==> src/rtl/stem_pkg.sv <==
`default_nettype none
// Shared widths, frame defaults and FSM encoding for the stem window requester.
package stem_pkg;

  localparam int A_BITS    = 8;
  localparam int WIN_ELEMS = 27;
  localparam int WIN_W     = WIN_ELEMS * A_BITS;
  localparam int OUT_W     = 112;
  localparam int OUT_H     = 112;

  typedef enum logic [2:0] {
    S_IDLE  = 3'd0,
    S_START = 3'd1,
    S_GAP   = 3'd2,
    S_REQ   = 3'd3,
    S_WAIT  = 3'd4,
    S_DRAIN = 3'd5
  } state_e;

endpackage
`default_nettype wire

==> src/rtl/win_fifo.sv <==
`default_nettype none
// First-word-fall-through register FIFO with occupancy count and synchronous flush.
module win_fifo #(
  parameter int WIDTH = 8,
  parameter int DEPTH = 4,
  localparam int PW   = $clog2(DEPTH),
  localparam int CW   = $clog2(DEPTH + 1)
) (
  input  logic             CLK,
  input  logic             RESET,
  input  logic             flush,
  input  logic             push,
  input  logic [WIDTH-1:0] push_data,
  input  logic             pop,
  output logic [WIDTH-1:0] head,
  output logic [CW-1:0]    count
);
  import stem_pkg::*;

  logic [WIDTH-1:0] mem_q [DEPTH];
  logic [WIDTH-1:0] mem_d [DEPTH];
  logic [PW-1:0]    rd_ptr_q, rd_ptr_d;
  logic [PW-1:0]    wr_ptr_q, wr_ptr_d;
  logic [CW-1:0]    count_q, count_d;
  logic             do_push, do_pop;

  function automatic logic [PW-1:0] ptr_inc(input logic [PW-1:0] p);
    return (p == PW'(DEPTH - 1)) ? '0 : p + PW'(1);
  endfunction

  always_comb begin
    mem_d    = mem_q;
    rd_ptr_d = rd_ptr_q;
    wr_ptr_d = wr_ptr_q;
    count_d  = count_q;
    do_pop   = pop && (count_q != '0);
    do_push  = push && ((count_q != CW'(DEPTH)) || do_pop);
    if (flush) begin
      rd_ptr_d = '0;
      wr_ptr_d = '0;
      count_d  = '0;
    end else begin
      if (do_push) begin
        mem_d[wr_ptr_q] = push_data;
        wr_ptr_d        = ptr_inc(wr_ptr_q);
      end
      if (do_pop) begin
        rd_ptr_d = ptr_inc(rd_ptr_q);
      end
      count_d = count_q + CW'(do_push) - CW'(do_pop);
    end
  end

  always_ff @(posedge CLK or negedge RESET) begin
    if (!RESET) begin
      for (int i = 0; i < DEPTH; i++) begin
        mem_q[i] <= '0;
      end
      rd_ptr_q <= '0;
      wr_ptr_q <= '0;
      count_q  <= '0;
    end else begin
      mem_q    <= mem_d;
      rd_ptr_q <= rd_ptr_d;
      wr_ptr_q <= wr_ptr_d;
      count_q  <= count_d;
    end
  end

  assign head  = mem_q[rd_ptr_q];
  assign count = count_q;

endmodule
`default_nettype wire

==> src/rtl/stem_window_requester.sv <==
`default_nettype none
// Pull-side requester: starts a fetcher frame, issues credit-limited window
// requests and re-streams the returned windows with coordinates and a last flag.
module stem_window_requester #(
  parameter int A_BITS     = stem_pkg::A_BITS,
  parameter int OUT_W      = stem_pkg::OUT_W,
  parameter int OUT_H      = stem_pkg::OUT_H,
  parameter int FIFO_DEPTH = 4,
  parameter int TIMEOUT    = 64
) (
  input  logic                                 CLK,
  input  logic                                 RESET,
  input  logic                                 run,
  output logic                                 busy,
  output logic                                 done,
  output logic                                 err_sync,
  output logic                                 err_timeout,
  output logic                                 start_frame,
  output logic                                 win_req,
  input  logic                                 win_valid,
  input  logic [stem_pkg::WIN_ELEMS*A_BITS-1:0] win_flat,
  input  logic [15:0]                          win_x,
  input  logic [15:0]                          win_y,
  input  logic                                 frame_done_in,
  output logic                                 m_valid,
  input  logic                                 m_ready,
  output logic [stem_pkg::WIN_ELEMS*A_BITS-1:0] m_data,
  output logic [15:0]                          m_x,
  output logic [15:0]                          m_y,
  output logic                                 m_last
);
  import stem_pkg::*;

  localparam int DATA_W = WIN_ELEMS * A_BITS;
  localparam int ENT_W  = DATA_W + 33;
  localparam int N_WIN  = OUT_W * OUT_H;
  localparam int CNT_W  = $clog2(N_WIN + 1);
  localparam int TMO_W  = $clog2(TIMEOUT + 1);
  localparam int FC_W   = $clog2(FIFO_DEPTH + 1);

  state_e           state_q, state_d;
  logic [CNT_W-1:0] req_cnt_q, req_cnt_d;
  logic [CNT_W-1:0] rx_cnt_q, rx_cnt_d;
  logic [TMO_W-1:0] tmo_cnt_q, tmo_cnt_d;
  logic             err_sync_q, err_sync_d;
  logic             err_timeout_q, err_timeout_d;
  logic             done_q, done_d;

  logic             fifo_push, fifo_flush, fifo_pop;
  logic [ENT_W-1:0] fifo_head;
  logic [FC_W-1:0]  fifo_count;
  logic             rx_last;

  assign rx_last  = (rx_cnt_q == CNT_W'(N_WIN - 1));
  assign m_valid  = (fifo_count != '0);
  assign fifo_pop = m_valid && m_ready;

  always_comb begin
    state_d       = state_q;
    req_cnt_d     = req_cnt_q;
    rx_cnt_d      = rx_cnt_q;
    tmo_cnt_d     = tmo_cnt_q;
    err_sync_d    = err_sync_q;
    err_timeout_d = err_timeout_q;
    done_d        = 1'b0;
    start_frame   = 1'b0;
    win_req       = 1'b0;
    fifo_push     = 1'b0;
    fifo_flush    = 1'b0;
    case (state_q)
      S_IDLE: begin
        if (run) begin
          state_d       = S_START;
          req_cnt_d     = '0;
          rx_cnt_d      = '0;
          err_sync_d    = 1'b0;
          err_timeout_d = 1'b0;
        end
      end
      S_START: begin
        start_frame = 1'b1;
        state_d     = S_GAP;
      end
      S_GAP: begin
        state_d = S_REQ;
      end
      S_REQ: begin
        // A request is only a credit if its window is sure to find a FIFO slot.
        if (fifo_count < FC_W'(FIFO_DEPTH)) begin
          win_req   = 1'b1;
          req_cnt_d = req_cnt_q + CNT_W'(1);
          tmo_cnt_d = '0;
          state_d   = S_WAIT;
        end
      end
      S_WAIT: begin
        if (win_valid) begin
          fifo_push = 1'b1;
          rx_cnt_d  = rx_cnt_q + CNT_W'(1);
          if (frame_done_in != rx_last) begin
            err_sync_d = 1'b1;
          end
          state_d = rx_last ? S_DRAIN : S_REQ;
        end else if (tmo_cnt_q == TMO_W'(TIMEOUT - 1)) begin
          err_timeout_d = 1'b1;
          fifo_flush    = 1'b1;
          state_d       = S_IDLE;
        end else begin
          tmo_cnt_d = tmo_cnt_q + TMO_W'(1);
        end
      end
      S_DRAIN: begin
        if (fifo_pop && m_last) begin
          done_d  = 1'b1;
          state_d = S_IDLE;
        end
      end
      default: begin
        state_d = S_IDLE;
      end
    endcase
    if (win_valid && (state_q != S_WAIT)) begin
      err_sync_d = 1'b1;
    end
  end

  always_ff @(posedge CLK or negedge RESET) begin
    if (!RESET) begin
      state_q       <= S_IDLE;
      req_cnt_q     <= '0;
      rx_cnt_q      <= '0;
      tmo_cnt_q     <= '0;
      err_sync_q    <= 1'b0;
      err_timeout_q <= 1'b0;
      done_q        <= 1'b0;
    end else begin
      state_q       <= state_d;
      req_cnt_q     <= req_cnt_d;
      rx_cnt_q      <= rx_cnt_d;
      tmo_cnt_q     <= tmo_cnt_d;
      err_sync_q    <= err_sync_d;
      err_timeout_q <= err_timeout_d;
      done_q        <= done_d;
    end
  end

  win_fifo #(
    .WIDTH (ENT_W),
    .DEPTH (FIFO_DEPTH)
  ) u_win_fifo (
    .CLK       (CLK),
    .RESET     (RESET),
    .flush     (fifo_flush),
    .push      (fifo_push),
    .push_data ({win_flat, win_x, win_y, rx_last}),
    .pop       (fifo_pop),
    .head      (fifo_head),
    .count     (fifo_count)
  );

  assign m_data      = fifo_head[ENT_W-1 -: DATA_W];
  assign m_x         = fifo_head[32:17];
  assign m_y         = fifo_head[16:1];
  assign m_last      = fifo_head[0];
  assign busy        = (state_q != S_IDLE);
  assign done        = done_q;
  assign err_sync    = err_sync_q;
  assign err_timeout = err_timeout_q;

endmodule
`default_nettype wire

==> config.mk <==
export PLATFORM = sky130hd
export DESIGN_NAME = stem_window_requester
export DESIGN_NICKNAME = d
export VERILOG_FILES = /design/src/rtl/stem_pkg.sv /design/src/rtl/win_fifo.sv /design/src/rtl/stem_window_requester.sv
export SDC_FILE = /design/constraint.sdc
export NUM_CORES = 1
export LEC_CHECK = 0
export ABC_AREA = 0
export BUFFER_PORTS_ARGS = -buffer_cell sky130_fd_sc_hd__buf_2
export CELL_PAD_IN_SITES_DETAIL_PLACEMENT = 2
export CELL_PAD_IN_SITES_GLOBAL_PLACEMENT = 2
export CORE_MARGIN = 5
export CORE_UTILIZATION = 43
export CTS_CLUSTER_DIAMETER = 30
export DETAILED_ROUTE_END_ITERATION = 8
export PLACE_DENSITY = 0.76
export SLEW_MARGIN = 15
export SYNTH_ARGS = -nofsm -noshare
export SYNTH_HDL_FRONTEND = slang
export SYNTH_SLANG_ARGS = --single-unit
==> constraint.sdc <==
create_clock -name CLK -period 2.7 [get_ports CLK]
set_input_delay 0.675 -clock CLK [delete_from_list [all_inputs] [get_ports CLK]]
set_output_delay 0.675 -clock CLK [all_outputs]
set_load 0.005 [all_outputs]
==> flow_metrics.tcl <==
set metrics [dict create \
    cts_buffers 235 \
    finalWirelength_um 198000 \
    place_congestion 0.773 \
    clkTransAtPathRegs_ps 50 \
    synth-async-reset-ratio_pct 100 \
    syn-num-nets 2885 \
    port_buffers 509 \
    setup-violations-final 252 \
    tns_ps -115740 \
    layout_commonest_cell "dfrtp_1" \
    holdCritPathClass "in -> reg" \
    ys_seq_elements 1030 \
    clock-sinks 1030 \
    cp_max_fo 7 \
    max_stage_delay_ps 560 \
    grtUsageTotal_pct 31.7 \
    total_power_w 0.0803 \
    fin_skew_ps 37.0 \
    cp-start-kind "flop" \
    cts.htree.levels 4 \
    clk_latency_ps 810 \
    violations "setup timing" \
    dr.pass1.iters 5 \
    hp-start "win_flat[127]" \
    hold_path_depth 2 \
    synthToLayoutAreaGrowth_pct 35.2 \
    die_h_um 332 \
    grt_max_degree 103 \
    synth_flop_cell "dfrtp_1" \
    grt_pass1_vias 34900 \
    ys_seq_area_share_pct 57.9 \
    leakagePower_nw 29.9 \
    crit_arrival_ps 2630 \
    holdPathEnd "u_win_fifo.mem_q[409]" \
    slowest_stage "mux4_2" \
    grt_pass1_wl_um 260000 \
    dp_hpwl_um 89800 \
    most-common-layout-cells "1024 x dfrtp_1, 792 x mux2_1, 417 x buf_2" \
    synth.avg_cell_area_sq_um 17.0 \
    syn_area_sq_mm 0.0445 \
    placement_rows 118 \
    final_layout_size_suffix_gt1_share_pct 44.2 \
    wl_per_cell_um 39.3 \
    relSlewSlack_pct 54.0 \
    crit_path_frequent_cell "buf_4" \
    initialDrtViolationCount 2153 \
    fin_ws_ps -609 \
    peakVddDrop_mv 1.15 \
    die_x_um 332 \
    ys_warn_count 0 \
    fin_nets 3659 \
    overflow 0 \
    syn_inst 2621 \
    post-route-period-util_pct 123 \
    outcome "finished with violations" \
    cts-root-buf "clkbuf_16" \
    initial_core_util_pct 43.1 \
    final-max-slew-violation-count 0 \
    vias_per_cell 6.01 \
    cp_cell_sequence "buf_12 -> buf_4 -> buf_4 -> clkbuf_16 -> mux4_2 -> buf_6" \
    grt_antenna_before_repair 44 \
    fp.dieArea_sq_mm 0.110 \
    tightest_slew_ps 691 \
    synth.largest_area_cell "dfrtp_1" \
    coreArea_sq_mm 0.103 \
    crit_path_end_kind "output pin" \
    r2r_end "u_win_fifo.count[2]" \
    cts_buffer_depth 3 \
    reg2regPathDepth 10 \
    rrSetupSlack_ps -10 \
    route.detailed.drc 0 \
    io_pins 510 \
    pre_cts_ws_ps 33.1 \
    yosys.area.top_type_share_pct 57.9 \
    r2r_start "state_q[1]" \
    powerDensity_mw_per_mm2 1340 \
    fin_crit_ps 3310 \
    maxCapViolCount 0 \
    ant_nets 0 \
    cts_tree "yes" \
    finalHoldViolCount 0 \
    synth_edf_count 0 \
    yosys.cell_types.count 47 \
    max_clock_freq_ghz 0.302 \
    vias 30200 \
    yosys-top-cells-area "dfrtp_1 58%, mux2_1 20%, mux4_2 13%" \
    crit_type "reg -> out" \
    rsz0062_at_grt "true" \
    crit_required_ps 2030 \
]
## worst max-delay path by stage
stage	start	slack, ps	endpoint
after floorplan	u_win_fifo.rd_ptr_q[0]	180	m_data[117]
after global placement	m_ready	100	u_win_fifo.mem_q[183]
after detailed placement	m_ready	30	u_win_fifo.mem_q[146]
after CTS	u_win_fifo.rd_ptr_q[0]	-590	m_data[73]
after global routing	u_win_fifo.rd_ptr_q[0]	-670	m_data[205]
final	u_win_fifo.rd_ptr_q[0]	-610	m_data[205]
## worst max-delay path, delay by kind of cell, from the launching register on
kind / cells / cell delay [ps]
buf+inv: 5 / 840
mux: 1 / 560
flops: 1 / 420
## logic make-up after synthesis
| logic type | after synthesis | synth area share (%) |
|---|---|---|
| AND/OR/NAND/NOR | 95 | 1.16 |
| XOR/XNOR | 8 | 0.158 |
| multiplexers | 1244 | 37.8 |
| buffers and inverters | 188 | 2.02 |
| flip-flops | 1030 | 57.9 |
| AO/OA/AOI/OAI | 46 | 0.624 |
| adder cells (fa/ha/maj) | 10 | 0.298 |
## synthesized netlist by cell type, types with 6 or more instances
cell,instances
mux2_2,200
nand2_1,20
buf_1,16
nand3_1,13
nor3_1,6
ha_1,9
or4_1,9
clkbuf_1,29
mux4_2,249
inv_1,12
nor2_1,20
dfrtp_1,1030
mux2_1,792
a21oi_1,15
buf_2,121
o21ai_0,14
buf_4,9
## routing by layer
layer	share of wire (%)	track usage, %	wire length [um]
met4	5.1	12.7	10000
met3	5.5	6.31	10900
met2	54	58.3	106000
met1	36	36.1	70400
met5	0.053	0	104
## layout make-up
cell class | instances | area [sq um]
clock inverter | 132 | 1750
timing repair buffer | 713 | 6130
inverter | 12 | 47.5
antenna | 44 | 110
fill | 8555 | 43100
multi-input combinational | 1403 | 17900
clock buffer | 314 | 6690
sequential | 1030 | 25800
tap | 1380 | 1730
## report_power, final
| part | internal [W] | leakage, nW | switching [W] |
|---|---|---|---|
| logic | 0.0119 | 12.0 | 0.0113 |
| clock network | 0.0206 | 4.11 | 0.0106 |
| registers | 0.0210 | 13.8 | 0.00492 |
## timing repair
action / in CTS / in global routing
cloned: 5 / 16
pin swaps: 1 / 0
endpoints found under the hold margin: 24 / 0
hold buffers: 1 / 0
resized for setup: 48 / 122
endpoints found under the setup margin: 251 / 251
setup buffers: 22 / 13
## through the flow
step / util [%] / instances / cell area [sq um] / hold slack [ps]
floorplan: - / 2621 / 44500 / 379
global placement: 48.5 / 4486 / 50100 / 457
detailed placement: 48.5 / 4486 / 50100 / 477
CTS: 57.3 / 4960 / 59200 / 56.1
global route: 58.2 / 5011 / 60100 / 93.8
finish: 58.3 / 5028 / 60100 / 112
## sequential cells by signal, summed over array words and instances (netlist names)
| name | flops |
|---|---|
| u_win_fifo.mem_q | 996 |
| rx_cnt_q | 14 |
| tmo_cnt_q | 7 |
| state_q | 3 |
| u_win_fifo.count | 3 |
| u_win_fifo.rd_ptr_q | 2 |
| u_win_fifo.wr_ptr_q | 2 |
| done | 1 |
| err_sync | 1 |
| err_timeout | 1 |
No activity file was read; power rests on OpenSTA's default activity.
